### config.mk
export PLATFORM = sky130hd
export DESIGN_NAME = serial_adder
export DESIGN_NICKNAME = d
export VERILOG_FILES = /design/src/rtl/adder_pkg.sv /design/src/rtl/fa_cell.sv /design/src/rtl/serial_adder.sv
export SDC_FILE = /design/constraint.sdc
export NUM_CORES = 1
export LEC_CHECK = 0
export ABC_AREA = 1
export BUFFER_PORTS_ARGS = -buffer_cell sky130_fd_sc_hd__buf_4
export CAP_MARGIN = 5
export CORE_MARGIN = 5
export CORE_UTILIZATION = 30
export DETAILED_ROUTE_END_ITERATION = 6
export GPL_ROUTABILITY_DRIVEN = 0
export SLEW_MARGIN = 25
export SYNTH_ARGS = -nofsm -noshare
export SYNTH_HDL_FRONTEND = slang
export SYNTH_HIERARCHICAL = 1
export SYNTH_SLANG_ARGS = --single-unit
### constraint.sdc
create_clock -name clk -period 3.6 [get_ports clk]
set_clock_uncertainty 0.1 [all_clocks]
set_input_delay 0.72 -clock clk [delete_from_list [all_inputs] [get_ports clk]]
set_output_delay 0.72 -clock clk [all_outputs]
set_load 0.005 [all_outputs]
### src/rtl/adder_pkg.sv
// Shared definitions for the bit-serial adder: FSM state encoding and the
// helper that sizes the bit counter from the operand width.
package adder_pkg;

    typedef enum logic [1:0] {
        IDLE = 2'd0,
        RUN  = 2'd1,
        DONE = 2'd2
    } state_t;

    // Ceiling log2; clog2(n) bits are enough to hold any value 0..n-1.
    function automatic int clog2(input int n);
        int r;
        r = 0;
        for (int i = 0; i < 31; i++) begin
            if ((32'sd1 << i) < n) begin
                r = i + 1;
            end
        end
        return r;
    endfunction

endpackage

### src/rtl/fa_cell.sv
// Single-bit full adder; the only arithmetic element of the serial adder.
module fa_cell (
    input  logic a,
    input  logic b,
    input  logic cin,
    output logic sum,
    output logic carry
);

    assign sum   = a ^ b ^ cin;
    assign carry = (a & b) | (a & cin) | (b & cin);

endmodule

### src/rtl/serial_adder.sv
// Bit-serial adder/subtractor: one bit per clock, LSB first, through a single
// full-adder cell and a 1-bit carry register.
//
// state | meaning
// IDLE  | waiting for start; results from the last operation are held
// RUN   | WIDTH cycles, one result bit produced per cycle
// DONE  | one-cycle result pulse; a start here begins the next operation
module serial_adder
    import adder_pkg::*;
#(
    parameter int WIDTH = 8
) (
    input  logic             clk,
    input  logic             rst,
    input  logic             start,
    input  logic             sub,
    input  logic [WIDTH-1:0] a,
    input  logic [WIDTH-1:0] b,
    output logic             busy,
    output logic             done,
    output logic [WIDTH-1:0] sum,
    output logic             cout,
    output logic             ovf
);

    localparam int CNT_W = clog2(WIDTH + 1);

    state_t           r_state;
    logic [WIDTH-1:0] r_a_sh;
    logic [WIDTH-1:0] r_b_sh;
    logic [WIDTH-1:0] r_res;
    logic [CNT_W-1:0] r_cnt;
    logic             r_carry;
    logic             r_busy;
    logic             r_done;
    logic             r_cout;
    logic             r_ovf;

    logic             w_fa_sum;
    logic             w_fa_carry;
    logic             w_last;

    fa_cell u_fa (
        .a     (r_a_sh[0]),
        .b     (r_b_sh[0]),
        .cin   (r_carry),
        .sum   (w_fa_sum),
        .carry (w_fa_carry)
    );

    assign w_last = (r_cnt == CNT_W'(WIDTH - 1));

    // Sequencer and datapath: load on start, shift one bit per RUN cycle,
    // capture carry/overflow from the MSB step.
    always_ff @(posedge clk) begin
        if (rst) begin
            r_state <= IDLE;
            r_a_sh  <= '0;
            r_b_sh  <= '0;
            r_res   <= '0;
            r_cnt   <= '0;
            r_carry <= 1'b0;
            r_busy  <= 1'b0;
            r_done  <= 1'b0;
            r_cout  <= 1'b0;
            r_ovf   <= 1'b0;
        end else begin
            r_done <= 1'b0;
            case (r_state)
                IDLE, DONE: begin
                    if (start) begin
                        // Subtraction is a + ~b + 1; the +1 enters as carry-in.
                        r_a_sh  <= a;
                        r_b_sh  <= sub ? ~b : b;
                        r_carry <= sub;
                        r_cnt   <= '0;
                        r_busy  <= 1'b1;
                        r_state <= RUN;
                    end else begin
                        r_state <= IDLE;
                    end
                end
                RUN: begin
                    r_a_sh  <= r_a_sh >> 1;
                    r_b_sh  <= r_b_sh >> 1;
                    r_res   <= {w_fa_sum, r_res[WIDTH-1:1]};
                    r_carry <= w_fa_carry;
                    r_cnt   <= r_cnt + CNT_W'(1);
                    if (w_last) begin
                        // Cell inputs are now the operand MSBs and the cell
                        // sum is the result MSB.
                        r_cout  <= w_fa_carry;
                        r_ovf   <= (r_a_sh[0] == r_b_sh[0]) && (w_fa_sum != r_a_sh[0]);
                        r_busy  <= 1'b0;
                        r_done  <= 1'b1;
                        r_state <= DONE;
                    end
                end
                default: begin
                    r_state <= IDLE;
                    r_busy  <= 1'b0;
                end
            endcase
        end
    end

    assign busy = r_busy;
    assign done = r_done;
    assign sum  = r_res;
    assign cout = r_cout;
    assign ovf  = r_ovf;

endmodule

==> flow_metrics.tcl, run 1 <==
set metrics [dict create \
    slowest_delay_ns 0.69 \
    hold_path.class "reg -> reg" \
    p_clk_share_pct 32.7 \
    synth.distinct_cells 17 \
    initial_core_util_pct 31.1 \
    ys_seq_elements 35 \
    irDropWorstVdd_mv 0.250 \
    first_global_vias 1372 \
    clkLatencyLatePin_ns 0.28 \
    path_delay_family "simple AND/OR/NAND/NOR gates" \
    path_buf_inv 3 \
    synth_commonest_cells "nand2_1 (85), dfxtp_1 (35), inv_1 (29)" \
    fin_nets 291 \
    max_freq_ghz 0.529 \
    required_ns 3.72 \
    pwr-share-seq_pct 51.6 \
    slew_headroom_pct 39.7 \
    drt-vias-per-instance 4.37 \
    die_width_um 83.0 \
    placed_area_um2 1870 \
    leakagePower_nw 0.974 \
    setup_viol 0 \
    rows 26 \
    drt-initial-drc-count 92 \
    pwr-share-comb_pct 15.7 \
    cts.repair.resized 0 \
    multiInputGateArea_um2 721 \
    numCtsBuffers 5 \
    synth_top_cell_by_area "dfxtp_1" \
    synthTopCellsByArea "dfxtp_1 (44%), nand2_1 (20%), inv_1 (6.8%)" \
    yosysTopAreaCellShare_pct 43.9 \
    cp_common_cell "nand2_1" \
    grt_pass1_wl_um 6370 \
    port-buffer-count 31 \
    fp.dieH_um 83.0 \
    cp_max_fo 22 \
    status "completed" \
    syn_area_um2 1600 \
    slew_viol_final 0 \
    hold_slack_ns 0.363 \
    synth.avg_cell_area_um2 6.66 \
    clockBufferDepth 2 \
    clock_sinks 35 \
    fill_cells 605 \
    timing.final.ws_setup_ns 1.71 \
    tns_ns 0 \
    crit_arrival_ns 2.01 \
    path_clk_slew_ns 0.07 \
    ant_nets 0 \
    synth_edf_count 0 \
    worstMarginPinSlew_ns 0.904 \
    maxCapViolCount 0 \
    p_int_mw 0.604 \
    seqCellArea_um2 701 \
    wl_um 3590 \
    path_class "reg -> reg" \
    endpoint_kind "register" \
    finish.instance_area_um2 1950 \
    area_growth_pct 21.8 \
    crit_path_cell_trace "inv_2, nor2_2, buf_4, nand2_1, nand2_1, inv_1, a21oi_1" \
    synth.yosys.warnings 6 \
    finalCritPeriodShare_pct 52.5 \
    coreArea_um2 5140 \
    antenna_found_initial 0 \
    finish.utilization_pct 37.9 \
    grt_max_degree 23 \
    wl_per_cell_um 10.6 \
    firstDrtPassIters 4 \
    rsz0062_at_grt "no" \
    die_area_um2 6890 \
    ctsHoldBuffers 0 \
    grt_remaining_overflow 0 \
    post_cts_buffers 0 \
    async_reset_ff_share_pct 0 \
    swShare_pct 27.4 \
    synth-main-ff-cell "dfxtp_1" \
    synth_most_common_cell "nand2_1" \
    syn_inst 240 \
    final_layout_size_suffix_gt1_share_pct 16.7 \
    synth_fp_nets 262 \
    cts_tree "done" \
    grt_usage_pct 11.1 \
    p_per_area_nw_per_um2 427 \
    p_sw_mw 0.228 \
    antenna_cells 0 \
    cts_root_buffer "clkbuf_8" \
    dp_hpwl_um 2480 \
    drc 0 \
    cpMaxStageDelayCell "nor2_2" \
    io_pins 32 \
    synth-seq-area-share_pct 43.9 \
    vias 1485 \
    fin_crit_ns 1.89 \
    finalHoldViolCount 0 \
    pre_cts_ws_ns 1.63 \
    start_kind "register" \
    htreeDepth 2 \
]
[worst register-to-register path, cell delays in order (launching register included)]
cell and delay [ns]:
dfxtp_1 0.42, inv_2 0.07, nor2_2 0.69, buf_4 0.30
nand2_1 0.06, nand2_1 0.06, inv_1 0.04, a21oi_1 0.10
[final cells by class]
cell class	count	area share (%)
inverters	31	5.98
flip-flops and latches	35	36.0
clock inverters	1	0.257
multi-input cells	164	37.0
clock buffers	7	3.92
repair buffers	32	12.3
well taps	70	4.50
[power groups by stage]
| stage | Clock (mW) | Sequential [mW] | Combinational, mW |
|---|---|---|---|
| after global routing | 0.300 | 0.433 | 0.152 |
| after global placement | 0 | 0.438 | 0.130 |
| after floorplan | 0 | 0.435 | 0.0867 |
| after detailed placement | 0 | 0.438 | 0.132 |
| after CTS | 0.281 | 0.430 | 0.133 |
| final | 0.272 | 0.429 | 0.130 |
[cell usage in the layout (no fill, tap or decap), drive strengths merged]
| cell | synthesis | layout |
|---|---|---|
| o21ai | 13 | 13 |
| buf | 7 | 32 |
| a21oi | 17 | 17 |
| clkbuf | 3 | 7 |
| fa | 1 | 1 |
| nor2 | 23 | 23 |
| xor2 | 1 | 1 |
| nand3 | 20 | 20 |
| inv | 31 | 31 |
| ha | 1 | 1 |
| nand2 | 88 | 88 |
| dfxtp | 35 | 35 |
| clkinv | 0 | 1 |
[layer usage]
layer  wire length (um)  share of wire [%]  track usage, %  vias up
met2               1580                 44            16.8       30
li1                   -                  -               -      790
met5                  0                  0               0        -
met3                224                6.2            3.47        5
met4                 40                1.1            4.01        0
met1               1750                 49            14.7      660
[cells by family (layout without fill, tap and decap cells)]
kind of cell             after synthesis  in the layout  share of synthesized area, %
adder cells (fa/ha/maj)                2              2                          2.04
AND/OR/NAND/NOR                      131            131                          33.1
buffers and inverters                 41             71                          11.0
flip-flops                            35             35                          43.9
XOR/XNOR                               1              1                         0.548
AO/OA/AOI/OAI                         30             30                          9.40
[per-stage QoR]
step | cells | total power, mW
2_1_floorplan | 240 | 0.522
3_3_place_gp | 332 | 0.568
3_5_place_dp | 332 | 0.571
4_1_cts | 340 | 0.843
5_1_grt | 340 | 0.885
6_report | 340 | 0.832
[state kept, by name, indices dropped and copies added, names as in the netlist, 2 cells and up]
| signal | flops |
|---|---|
| r_a_sh | 8 |
| r_b_sh | 8 |
| sum | 8 |
| r_cnt | 4 |
| r_state | 2 |
[path summary, 6_finish.rpt]
path | startpoint | to | slack (ns) | cells after the start
setup reg to reg | r_state[0]$_SDFFE_PP0P_ | r_carry$_SDFFE_PP0P_ | 1.71 | 7
hold / removal | r_a_sh[7]$_SDFFE_PP0P_ | r_a_sh[7]$_SDFFE_PP0P_ | 0.36 | 2
hold reg to reg | r_a_sh[7]$_SDFFE_PP0P_ | r_a_sh[7]$_SDFFE_PP0P_ | 0.36 | 2
setup / recovery | r_state[0]$_SDFFE_PP0P_ | r_carry$_SDFFE_PP0P_ | 1.71 | 7
(Power assumes the default switching activity.)
==> run 2, diff against run 1 <==
==> constraint.sdc (replaced) <==
create_clock -name clk -period 1.75 [get_ports clk]
set_clock_uncertainty 0.1 [all_clocks]
set_input_delay 0.35 -clock clk [delete_from_list [all_inputs] [get_ports clk]]
set_output_delay 0.35 -clock clk [all_outputs]
set_load 0.005 [all_outputs]
==> run 2 against run 1 <==
- utilization rose by 0.88 points
- critical path type unchanged
- via count rose by 1.3%
- total power rose by 110%
- non-clock buffer count rose by 6
- design area rose by 2.3%
- hold slack got worse by 0.14 ns
- largest power group unchanged
==> flow_metrics.tcl, run 2 (synthesis results as in run 1) <==
set metrics [dict create \
    status "completed" \
    wl_per_cell_um 10.0 \
    vias 1505 \
    die_width_um 83.0 \
    antenna_cells 0 \
    grt_util_met3_pct 4.06 \
    grt-busiest-layer "met2" \
    setup_viol 0 \
    io_pins 32 \
    rows 26 \
    worstReg2RegEnd "ovf$_SDFFE_PP0P_" \
    cts_root_buffer "clkbuf_8" \
    crit_path_cell_trace "fa_1, inv_1, nand3_1, o21ai_0, nor2_1, nor2_1" \
    path_class "reg -> reg" \
    port-buffer-count 31 \
    finalCritPeriodShare_pct 81.5 \
    coreArea_um2 5140 \
    p_per_area_nw_per_um2 863 \
    grt_usage_pct 10.5 \
    irDropWorstVdd_mv 0.312 \
    slew_viol_final 0 \
    met1_usage_pct 12.5 \
    cp_common_cell "nor2_1" \
    stdcell_count 346 \
    clockBufferDepth 2 \
    cp_max_fo 4 \
    ff2ff_path_depth 6 \
    initial_core_util_pct 31.1 \
    finalHoldViolCount 0 \
    hold_start "a[7]" \
    hold_path.class "in -> reg" \
    path_delay_family "adder cells" \
    cts.repair.resized 0 \
    clock_sinks 35 \
    numCtsBuffers 5 \
    area_growth_pct 24.7 \
    dp.cells 338 \
    cpMaxStageDelayCell "fa_1" \
    drt-vias-per-instance 4.35 \
    ant_nets 0 \
    grt_remaining_overflow 0 \
    firstDrtPassIters 4 \
    slowest_delay_ns 0.56 \
    wl_um 3470 \
    endpoint_kind "register" \
    cts_tree "done" \
    crit_arrival_ns 1.51 \
    maxCapViolCount 0 \
    htreeDepth 2 \
    cp_num_cells 6 \
    antenna_found_initial 0 \
    drc 0 \
    grt_pass1_wl_um 5920 \
    dp_hpwl_um 2470 \
    fp.dieH_um 83.0 \
    first_global_vias 1376 \
    slew_headroom_pct 83.8 \
    drt-initial-drc-count 98 \
    grt_max_degree 18 \
    path_buf_inv 1 \
    r2r-start "r_a_sh[0]$_SDFFE_PP0P_" \
    max_freq_ghz 0.701 \
    final_layout_size_suffix_gt1_share_pct 18.5 \
    worstMarginPinSlew_ns 0.240 \
    ctsHoldBuffers 0 \
    fin_crit_ns 1.43 \
    rsz0062_at_grt "no" \
    layout_commonest_cell "nand2_1" \
    reg2reg_slack_ns 0.32 \
    fin_nets 297 \
    required_ns 1.84 \
    met2_usage_pct 16.5 \
    start_kind "register" \
    layout_common_cells "nand2_1 (85), buf_4 (38), dfxtp_1 (35)" \
    min_to "r_a_sh[7]$_SDFFE_PP0P_" \
    fill_cells 603 \
    clkLatencyLatePin_ns 0.29 \
    whs_path_depth 3 \
    post_cts_buffers 0 \
    leakagePower_nw 1.00 \
    die_area_um2 6890 \
    tns_ns 0 \
    path_clk_slew_ns 0.07 \
]
run 2: report_power, final:
group	switching, mW	leakage, nW	total (mW)	internal (mW)
Clock	0.278	0.0422	0.557	0.279
Combinational	0.153	0.674	0.278	0.126
Sequential	0.0347	0.287	0.883	0.849
Total	0.466	1.00	1.72	1.25
run 2: cell type report:
cell class | count | area [um^2] | area share, %
clock buffers | 7 | 76.3 | 3.83
clock inverters | 1 | 5.00 | 0.251
repair buffers | 38 | 285 | 14.3
flip-flops and latches | 35 | 701 | 35.2
well taps | 70 | 87.6 | 4.40
multi-input cells | 164 | 721 | 36.2
inverters | 31 | 116 | 5.84
run 2: how the worst max path moves through the flow:
stage / from / to / slack [ns]
after global placement: r_a_sh[0]$_SDFFE_PP0P_ / ovf$_SDFFE_PP0P_ / 0.35
after detailed placement: r_a_sh[0]$_SDFFE_PP0P_ / ovf$_SDFFE_PP0P_ / 0.34
after global routing: r_a_sh[0]$_SDFFE_PP0P_ / ovf$_SDFFE_PP0P_ / 0.22
final: r_a_sh[0]$_SDFFE_PP0P_ / ovf$_SDFFE_PP0P_ / 0.32
after floorplan: r_a_sh[0]$_SDFFE_PP0P_ / ovf$_SDFFE_PP0P_ / 0.38
after CTS: r_a_sh[0]$_SDFFE_PP0P_ / ovf$_SDFFE_PP0P_ / 0.32
run 2: worst reg2reg max path, cell delays in order (launching register included):
cell,delay (ns)
dfxtp_1,0.34
fa_1,0.56
inv_1,0.06
nand3_1,0.05
o21ai_0,0.08
nor2_1,0.09
nor2_1,0.05
run 2: through the flow:
step	hold slack (ns)	total power [mW]	area [um^2]	setup WS, ns	utilization (%)
floorplan	0.319	1.07	1600	0.382	-
global placement	0.350	1.18	1910	0.347	37.2
detailed placement	0.355	1.18	1910	0.335	37.2
CTS	0.210	1.75	1990	0.324	38.8
global route	0.228	1.84	1990	0.223	38.8
finish	0.222	1.72	1990	0.323	38.8
run 2: layer usage:
metal	routed length (um)	part of all wire, %	vias up
li1	-	-	804
met1	1690	49	667
met2	1490	43	26
met3	218	6.3	8
met4	70	2.0	0
met5	0	0	-
==> run 3, diff against run 2 <==
==> constraint.sdc (replaced) <==
create_clock -name clk -period 1.4 [get_ports clk]
set_clock_uncertainty 0.1 [all_clocks]
set_input_delay 0.28 -clock clk [delete_from_list [all_inputs] [get_ports clk]]
set_output_delay 0.28 -clock clk [all_outputs]
set_load 0.005 [all_outputs]
==> run 3 against run 2 <==
- sequential power is 25% higher
- clock power up 69%
- fmax rose by 4.1%
- highest routed layer unchanged
- global-route usage increased by 0.66 points
- setup slack worse by 0.29 ns
- utilization up 1.9 points
- critical endpoint unchanged
- die area unchanged
- routed wire length increased by 2.0%
- critical path depth did not move
- sequential share of layout area decreased by 1.6 points
- register-to-register slack worse by 0.29 ns
- critical path type unchanged
==> flow_metrics.tcl, run 3 (synthesis results as in run 1) <==
set metrics [dict create \
    irDropWorstVdd_mv 0.465 \
    final_layout_size_suffix_gt1_share_pct 21.9 \
    initial_core_util_pct 31.1 \
    start_kind "register" \
    slew_headroom_pct 82.7 \
    worstReg2RegEnd "ovf$_SDFFE_PP0P_" \
    timing.final.ws_setup_ns 0.0297 \
    clock_sinks 35 \
    clockBufferDepth 2 \
    numCtsBuffers 5 \
    crit_arrival_ns 1.46 \
    antenna_cells 0 \
    pre_cts_ws_ns 0.00686 \
    layout_commonest_cell "nand2_1" \
    rsz0062_at_grt "yes" \
    path_class "reg -> reg" \
    p_per_area_nw_per_um2 1160 \
    firstDrtPassIters 4 \
    drt-initial-drc-count 88 \
    endpoint_kind "register" \
    wl_um 3550 \
    grt_remaining_overflow 0 \
    whs_path_depth 3 \
    port-buffer-count 31 \
    cts_tree "done" \
    dp_hpwl_um 2590 \
    power_mw 2.42 \
    critPathLaunch "r_a_sh[0]$_SDFFE_PP0P_" \
    fin_nets 304 \
    required_ns 1.49 \
    rows 26 \
    status "completed" \
    die_area_um2 6890 \
    fin_crit_ns 1.37 \
    leakagePower_nw 1.06 \
    fill_cells 578 \
    reg2reg_slack_ns 0.03 \
    io_pins 32 \
    vias 1535 \
    max_freq_ghz 0.730 \
    grt_max_degree 17 \
    clkLatencyLatePin_ns 0.29 \
    path_clk_slew_ns 0.07 \
    grt_pass1_wl_um 6330 \
    maxCapViolCount 0 \
    drc 0 \
    finish.utilization_pct 40.7 \
    ff2ff_path_depth 6 \
    hold_slack_ns 0.144 \
    min_to "r_a_sh[7]$_SDFFE_PP0P_" \
    finalCritPeriodShare_pct 97.9 \
    grt_usage_pct 11.1 \
    coreArea_um2 5140 \
    ant_nets 0 \
    tns_ns 0 \
    fp.dieH_um 83.0 \
    antenna_found_initial 0 \
    die_width_um 83.0 \
    htreeDepth 2 \
    finalHoldViolCount 0 \
    layout_common_cells "nand2_1 (85), buf_4 (44), dfxtp_1 (33)" \
    slew_viol_final 0 \
    cp_max_fo 2 \
    first_global_vias 1442 \
    cts_root_buffer "clkbuf_8" \
    setup_viol 0 \
    hold_start "a[7]" \
    drt-vias-per-instance 4.35 \
    hold_path.class "in -> reg" \
    wl_per_cell_um 10.0 \
    r2r-start "r_a_sh[0]$_SDFFE_PP0P_" \
    area_growth_pct 30.9 \
    worstMarginPinSlew_ns 0.257 \
]
-- run 3: what timing repair did --
item	in CTS	in global routing
endpoints found under the setup margin	0	14
setup buffers	0	0
gates resized for setup	0	5
hold buffers	0	0
-- run 3: how the worst max path moves through the flow --
stage,endpoint,slack [ns],cells after the start
after floorplan,ovf$_SDFFE_PP0P_,0.03,6
after CTS,ovf$_SDFFE_PP0P_,0.0006,6
after global routing,ovf$_SDFFE_PP0P_,-0.04,6
final,ovf$_SDFFE_PP0P_,0.03,6
after global placement,ovf$_SDFFE_PP0P_,0.02,6
after detailed placement,ovf$_SDFFE_PP0P_,0.007,6
-- run 3: cell type report --
cell class	instances	area, um^2	area share (%)
clock buffers	6	82.6	3.95
clock inverters	2	35.0	1.67
inverters	31	116	5.56
multi-input cells	164	726	34.7
flip-flops and latches	35	703	33.6
well taps	70	87.6	4.19
repair buffers	45	342	16.3
-- run 3: metal layers --
metal / vias up / track usage (%) / routed length (um)
li1: 818 / - / -
met1: 683 / 13.3 / 1680
met2: 29 / 17.9 / 1620
met3: 5 / 3.66 / 192
met4: 0 / 5.35 / 60
met5: - / 0 / 0
-- run 3: metrics by stage --
step                      instance area, um^2  cells
after detailed placement                 1960    345
after global placement                   1960    345
after CTS                                2080    353
after floorplan                          1600    240
final                                    2090    353
after global routing                     2090    353
-- run 3: where the power goes --
part           leakage, nW  internal, mW  switching [mW]  total (mW)
Combinational        0.711         0.177           0.199       0.375
Sequential           0.288          1.06          0.0402        1.10
Clock               0.0612         0.576           0.365       0.941
-- run 3: critical path: stages, from the launching register on --
cell and delay (ns):
dfxtp_2 0.33, fa_1 0.55, inv_1 0.05, nand3_1 0.05, o21ai_1 0.06, nor2_1 0.08
nor2_1 0.05
